### config.mk
export PLATFORM = sky130hd
export DESIGN_NAME = multiplier_evaluator
export DESIGN_NICKNAME = d
export VERILOG_FILES = /design/src/rtl/multiplier_eval_pkg.sv /design/src/rtl/eval_popcount.sv /design/src/rtl/multiplier_evaluator.sv
export SDC_FILE = /design/constraint.sdc
export NUM_CORES = 1
export LEC_CHECK = 0
export ABC_CLOCK_PERIOD_IN_PS = 2000
export CELL_PAD_IN_SITES_DETAIL_PLACEMENT = 1
export CELL_PAD_IN_SITES_GLOBAL_PLACEMENT = 2
export CORE_MARGIN = 3
export CORE_UTILIZATION = 29
export DETAILED_ROUTE_END_ITERATION = 12
export PLACE_DENSITY_LB_ADDON = 0.1
export SETUP_SLACK_MARGIN = 0.02
export SLEW_MARGIN = 20
export SYNTH_ARGS = -nofsm -noshare
export SYNTH_HDL_FRONTEND = slang
export SYNTH_SLANG_ARGS = --single-unit
### constraint.sdc
create_clock -name clk -period 2 [get_ports clk]
set_input_delay 0.4 -clock clk [delete_from_list [all_inputs] [get_ports clk]]
set_output_delay 0.4 -clock clk [all_outputs]
set_load 0.005 [all_outputs]
### src/rtl/multiplier_eval_pkg.sv
// Shared types and width helpers for the exhaustive multiplier evaluator.
package multiplier_eval_pkg;

  typedef enum logic [1:0] {
    IDLE  = 2'd0,
    SWEEP = 2'd1,
    DONE  = 2'd2
  } state_t;

  // One extra bit so the count can reach 2^(2w) when every pair fails.
  function automatic int err_w(input int w);
    return 2*w + 1;
  endfunction

  // Worst case: every pair contributes 2w differing bits.
  function automatic int ham_w(input int w);
    return 2*w + $clog2(2*w) + 1;
  endfunction

  function automatic int pop_w(input int w);
    return $clog2(w) + 1;
  endfunction

endpackage

### src/rtl/eval_popcount.sv
// Combinational population count; used only by the Hamming-sum option.
module eval_popcount
  import multiplier_eval_pkg::*;
#(
  parameter int W = 4
) (
  input  logic [W-1:0]         x,
  output logic [pop_w(W)-1:0]  cnt
);

  always_comb begin
    cnt = '0;
    for (int i = 0; i < W; i++)
      cnt = cnt + pop_w(W)'(x[i]);
  end

endmodule

### src/rtl/multiplier_evaluator.sv
// Exhaustive sweep checker for a WIDTH x WIDTH combinational multiplier.
// Optional MULT_EVAL_HAMMING_EN adds ham_sum, the total bit-error count.
module multiplier_evaluator
  import multiplier_eval_pkg::*;
#(
  parameter int WIDTH = 2
) (
  input  logic                      clk,
  input  logic                      rst,
  input  logic                      start,
  output logic [WIDTH-1:0]          A,
  output logic [WIDTH-1:0]          B,
  input  logic [2*WIDTH-1:0]        P,
  output logic                      busy,
  output logic                      done,
  output logic [err_w(WIDTH)-1:0]   err_count,
  output logic                      pass,
  output logic [WIDTH-1:0]          fail_a,
`ifdef MULT_EVAL_HAMMING_EN
  output logic [ham_w(WIDTH)-1:0]   ham_sum,
`endif
  output logic [WIDTH-1:0]          fail_b
);

  localparam int PW = 2*WIDTH;
  localparam int EW = err_w(WIDTH);

  state_t          state;
  logic [PW-1:0]   idx;
  logic [PW-1:0]   prod;
  logic            seen;
  logic            mismatch;

  // Operands come straight from the index register, so P is checked in
  // the same cycle the operands are presented.
  assign A        = idx[WIDTH-1:0];
  assign B        = idx[PW-1:WIDTH];
  assign prod     = {{WIDTH{1'b0}}, A} * {{WIDTH{1'b0}}, B};
  assign mismatch = (P != prod);
  assign busy     = (state == SWEEP);
  assign done     = (state == DONE);
  assign pass     = done && (err_count == '0);

  always_ff @(posedge clk or posedge rst) begin
    if (rst) begin
      state     <= IDLE;
      idx       <= '0;
      err_count <= '0;
      fail_a    <= '0;
      fail_b    <= '0;
      seen      <= 1'b0;
    end else begin
      case (state)
        IDLE, DONE: begin
          if (start) begin
            state     <= SWEEP;
            idx       <= '0;
            err_count <= '0;
            fail_a    <= '0;
            fail_b    <= '0;
            seen      <= 1'b0;
          end
        end
        SWEEP: begin
          if (mismatch) begin
            err_count <= err_count + EW'(1);
            if (!seen) begin
              seen   <= 1'b1;
              fail_a <= A;
              fail_b <= B;
            end
          end
          // Stop on the last pair without wrapping so A/B hold all-ones.
          if (&idx) state <= DONE;
          else      idx   <= idx + PW'(1);
        end
        default: state <= IDLE;
      endcase
    end
  end

`ifdef MULT_EVAL_HAMMING_EN
  localparam int HW = ham_w(WIDTH);
  logic [pop_w(PW)-1:0] pc;

  eval_popcount #(.W(PW)) u_pop (
    .x   (P ^ prod),
    .cnt (pc)
  );

  always_ff @(posedge clk or posedge rst) begin
    if (rst)
      ham_sum <= '0;
    else if (state != SWEEP && start)
      ham_sum <= '0;
    else if (state == SWEEP)
      ham_sum <= ham_sum + HW'(pc);
  end
`endif

endmodule

======== Yosys cells after proc, flatten, opt, wreduce, memory -nomap -nowiden ========
Index checks and enable logic that the tools add are counted.
word-level totals
  register bits after elaboration ......... 16
  input port bits ......................... 7
  output and inout bits ................... 16
cells by class
  $add $sub $neg .......................... 2
  multiply operators ...................... 1
  equality and inequality tests ........... 8
  multiplexer cells ....................... 19
  reductions and logical operators ........ 10
operator list
  cell                                                  count
  two-way mux 2 bit                                     7
  case mux 2 bit (2 select lines)                       3
  two-way mux 5 bit                                     2
  case mux 5 bit (2 select lines)                       1
  two-way mux 4 bit                                     2
  case mux 4 bit (2 select lines)                       1
  AND reduction 4 bit                                   2
  != test 2 bit (second input constant)                 3
  AND reduction 3 bit                                   2
  adder 5 x 1 -> 5 bit (second input constant)          1
  logical NOT 5 bit                                     1
  adder 4 x 1 -> 4 bit (second input constant)          1
  multiplier 2 x 2 -> 4 bit                             1
  != test 2 x 1 -> 1 bit (second input constant)        2
  != test 4 bit                                         1
  equality test 2 x 1 -> 1 bit (second input constant)  1
  equality test 2 bit (second input constant)           1
  logical NOT 2 bit                                     1
  two-way mux 1 bit                                     2
  case mux 1 bit (2 select lines)                       1
  AND reduction 2 bit                                   1
  nonzero test 2 bit                                    1
  OR reduction 2 bit                                    1
  logical AND 1 bit                                     1

======== Longest topological paths before layout ========
  depth in word-level cells ............... 4
  gate-level depth with buffers ........... 8
  depth with buffers taken out ............ 8

======== Worst setup path after synthesis ========
Ideal clock, no wire load.
  path kind ............................... register -> register
  start point ............................. register idx[2]
  end point ............................... register seen
  setup time .............................. 118 ps
  arrival time ............................ 1759 ps
  data required time ...................... 1882 ps
  setup slack ............................. 123 ps
  stages on the path, launching flop included .. 8
  path buffers ............................ 0
  clock period less this slack ............ 1877 ps
  path through ............................ dfrtp_1 > and2_1 > ha_1 > ha_1 > xnor2_2 > nand3_4 > o21a_1 > a21o_1
on the way
  longest elaborated chain between the ends .. 4
ends and longest elaborated chain
  element                           line                        RTL
  from (decl)                       multiplier_evaluator.sv:29  logic [PW-1:0] idx;
  from (signal assigned)            multiplier_evaluator.sv:75  else idx <= idx + PW'(1);
  multiplier 2 x 2 -> 4 bit         multiplier_evaluator.sv:38  assign prod = {{WIDTH{1'b0}}, A} * {{WIDTH{1'b0}}, B};
  != test 4 bit                     multiplier_evaluator.sv:39  assign mismatch = (P != prod);
  != test 2 x 1 -> 1 bit (no line)  -
  AND reduction 3 bit (no line)     -
  to (signal assigned)              multiplier_evaluator.sv:51  seen <= 1'b0;
  to (signal assigned)              multiplier_evaluator.sv:61  seen <= 1'b0;
  to (signal assigned)              multiplier_evaluator.sv:68  seen <= 1'b1;
  to (decl)                         multiplier_evaluator.sv:31  logic seen;
Every way passes these cells.
A chain may end at the register's enable or synchronous reset.

======== Final worst setup path ========
  start point ............................. register state[1]
  end point ............................... output port busy
on the way
  longest elaborated chain between the ends .. 1
ends and longest elaborated chain
  element                       line                        RTL
  from (decl)                   multiplier_evaluator.sv:28  state_t state;
  from (signal assigned)        multiplier_evaluator.sv:46  state <= IDLE;
  from (signal assigned)        multiplier_evaluator.sv:56  state <= SWEEP;
  from (signal assigned)        multiplier_evaluator.sv:74  if (&idx) state <= DONE;
  equality test 2 x 1 -> 1 bit  multiplier_evaluator.sv:40  assign busy = (state == SWEEP);
  to (decl)                     multiplier_evaluator.sv:14  output logic busy,
Every way passes these cells.

==> run summary <==
* **drt initial violations** 9
* **crit-path max FO** 6
* **biggest cell delay along the critical path** 520 ps
* **final clock period utilization by the worst path** 95.2%
* **net switching power of the design** 0.000754 W
* **maximum number of pins on one net before global-route repair** 17
* **part of the power in combinational logic** 59.8%
* **mean number of vias per cell** 4.47
* **share of flip-flops with an asynchronous set or reset after synthesis** 100%
* **max-cap check violation count** 0
* **buffer cell driving the clock tree root** clkbuf_4
* **R2R Path End** err_count[3]$_DFFE_PP0P_
* **number of instances in the synthesized netlist** 93
* **class of the most critical hold timing path** in2async
* **switch share** 38.7%
* **outcome** completed
* **type of the worst setup path** reg2out
* **Sink Count** 16
* **number of synthesized flops with an enable pin** 0
* **Die Area** 0.00398 sq mm
* **final-report setup violation count** 0
* **layout cell share with drive strength beyond 1** 17.5%
* **proportion of power drawn by flip-flops and latches** 28.8%
* **portion of total power attributed to the clock network** 11.4%
* **top_reg_cell synth** dfrtp_1
* **depth of the most critical reg-to-reg path** 7
* **highest attainable clock frequency** 525 MHz
* **number of nets produced by synthesis** 105
* **Setup crit end kind** output port
* **post-CTS clock slew at the launch and capture registers of the worst setup and hold paths** 110 ps
* **top cell type by total area after synthesis** dfrtp_1
* **cell row count** 20
* **HPWL after DPL** 1.88 mm
* **final routed wirelength across all metal layers** 2.40 mm
* **routed vias** 760
* **global-route wire length before repair** 4.00 mm
* **CTS tree** built
* **hold_buf cts** 0
* **CP Launch Type** flop
* **Leakage Power** 0.648 nW
* **Area growth, synth to finish** 40.4%
* **flop-to-flop setup slack** 100 ps
* **Antenna diodes** 0
* **initial antenna violation count** 0
* **fraction of post-synthesis cell area in the top cell type by area** 42.4%
* **Cell Area, Synth** 945 sq um
* **drt drc** 0
* **WL per Instance** 14.1 microns
* **maximum resistive drop on vdd** 0.451 mV
* **final hold violations** 0
* **sequential area share after synthesis** 42.4%
* **total I/O pin count** 23
* **Min Clock Period, post-route** 1900 ps
* **worst-case clock buffer depth** 2
* **die extent in y** 63.1 microns
* **combined buffer and inverter count along the critical path** 2
* **Fin Clk Skew** 13.0 ps
* **synth unique cells** 26
* **I/O Buffers** 22
* **remaining max-slew budget at the tightest pin** 56.9%
* **core region area** 0.00308 sq mm
* **total chip power** 0.00195 W
* **number of H-tree levels** 1
* **routability cong.** 0.790
* **detailed-router iteration count before antenna repair** 4
* **insertion delay of the later-clocked pin in the worst-skew pair** 290 ps
* **final core utilization** 43.1%
* **aggregate global-route resource usage** 12.6%
* **number of synthesized register bits** 16
* **clock buffers created by TritonCTS** 3
* **synthesized area per cell** 10.2 sq um
* **transition at the pin with the smallest max-transition slack** 645 ps
* **worst endpoint data arrival time** 1500 ps
* **critical register-to-register path startpoint** idx[2]$_DFFE_PP0P_
* **pwr/cell area** 1470 mW/mm^2
* **cell class contributing the biggest share of worst-path delay** buffers and inverters
* **total congestion overflow** 0
* **internal power** 0.00119 W
* **required time at the endpoint of the critical path** 1600 ps
* **cell types occupying the most area after synthesis** dfrtp_1 42%, mux2i_1 9.5%, ha_1 6.6%
* **Post-layout nets** 139
* **effective utilization at floorplan** 30.7%
* **vias in the first global route** 810
* **horizontal die dimension** 63.1 microns
* **Critical Path Slowest Stage Cell** clkdlybuf4s50_1
* **final max-slew violation count** 0
* **count of antenna-violating nets left after detailed routing** 0
* **Synth warnings** 0
* **crit path cell chain** nand2b_1 -> inv_2 -> clkdlybuf4s50_1
[synthesized netlist by cell type, types with 2 or more instances]
| library cell | count |
|---|---|
| mux2i_1 | 9 |
| dfrtp_1 | 16 |
| inv_1 | 9 |
| o311a_1 | 2 |
| o21ai_0 | 6 |
| nor2_1 | 5 |
| nand2_1 | 15 |
| nand2b_1 | 4 |
| nand3_1 | 4 |
| xnor2_2 | 3 |
| ha_1 | 5 |
[registers in the layout, indices dropped and copies added (netlist names)]
name / cells
err_count: 5
fail_a: 2
fail_b: 2
idx: 4
seen: 1
state: 2
[power groups by stage]
stage | clock network [W] | registers [W] | logic [W]
floorplan | 0 | 0.000602 | 0.000570
global placement | 0 | 0.000564 | 0.00116
detailed placement | 0 | 0.000569 | 0.00116
CTS | 0.000225 | 0.000562 | 0.00117
global route | 0.000237 | 0.000582 | 0.00129
finish | 0.000221 | 0.000561 | 0.00116
[worst reg2reg max path, delay by kind of cell (launching register included)]
kind / cells / cell delay, ps
flip-flops: 1 / 390
XOR/XNOR: 1 / 120
AO/OA/AOI/OAI: 1 / 290
AND/OR/NAND/NOR: 2 / 310
multiplexers: 1 / 210
adder cells (fa/ha/maj): 2 / 500
[cell usage in the layout, fill, tap and decap left out, types with 2 or more instances in the layout]
cell | synthesis | final
clkdlybuf4s50_1 | 0 | 21
dfrtp_1 | 16 | 16
nand2_1 | 15 | 15
mux2i_1 | 9 | 9
inv_1 | 9 | 9
buf_4 | 0 | 9
o21ai_0 | 6 | 6
nor2_1 | 5 | 5
nand2b_1 | 4 | 4
nand3_1 | 4 | 4
ha_1 | 5 | 4
xnor2_2 | 3 | 3
clkbuf_4 | 0 | 3
o311a_1 | 2 | 2
[cell families (layout without fill, tap and decap cells)]
family          count (synthesis)  count (layout)  synth area share, %
simple gates                   32              32                 16.6
flops                          16              16                 42.4
compound gates                 15              15                 11.9
mux                             9               9                 9.54
xor+xnor                        4               4                 8.08
fa+ha+maj                       5               5                 6.62
buf+inv                        12              45                 4.90
[worst max-delay path by stage]
stage / from / to / slack (ps) / cells after the start
after global routing: idx[3]$_DFFE_PP0P_ / fail_a[1]$_DFFE_PP0P_ / -10 / 8
after CTS: idx[2]$_DFFE_PP0P_ / fail_a[1]$_DFFE_PP0P_ / 20 / 7
after floorplan: idx[2]$_DFFE_PP0P_ / seen$_DFFE_PP0P_ / 120 / 7
final: state[1]$_DFFE_PP0P_ / busy / 100 / 3
after detailed placement: idx[2]$_DFFE_PP0P_ / fail_a[1]$_DFFE_PP0P_ / 50 / 7
after global placement: idx[2]$_DFFE_PP0P_ / fail_a[0]$_DFFE_PP0P_ / 80 / 7
[metrics by stage]
step	cells	cell area [sq um]	setup TNS (ps)	setup slack, ps	hold WS [ps]
after CTS	170	1310	0	21.7	504
after global placement	166	1280	0	75.5	483
after global routing	170	1330	-24.4	-14.1	528
after detailed placement	166	1280	0	51.8	479
after floorplan	93	945	0	123	314
final	170	1330	0	96.1	486
[layer usage]
metal	vias up	global-route usage, %	part of all wire [%]
met1	370	18.2	49
li1	376	-	-
met3	2	2.14	3.0
met2	12	19.4	47
met5	-	0	0
met4	0	3.31	0.79
[cell type report]
cell class                      count  area, sq um
Sequential cell                    16          400
Tap cell                           44         55.1
Multi-Input combinational cell     65          510
Fill cell                         368         1750
Clock buffer                        4         36.3
Inverter                           10         37.5
Timing Repair Buffer               31          287
[what timing repair did]
action	CTS	global route
pin swaps	0	2
hold endpoints to repair	0	0
setup buffers	0	0
gates resized for setup	1	1
setup endpoints to repair	1	7
(Power assumes the default switching activity.)
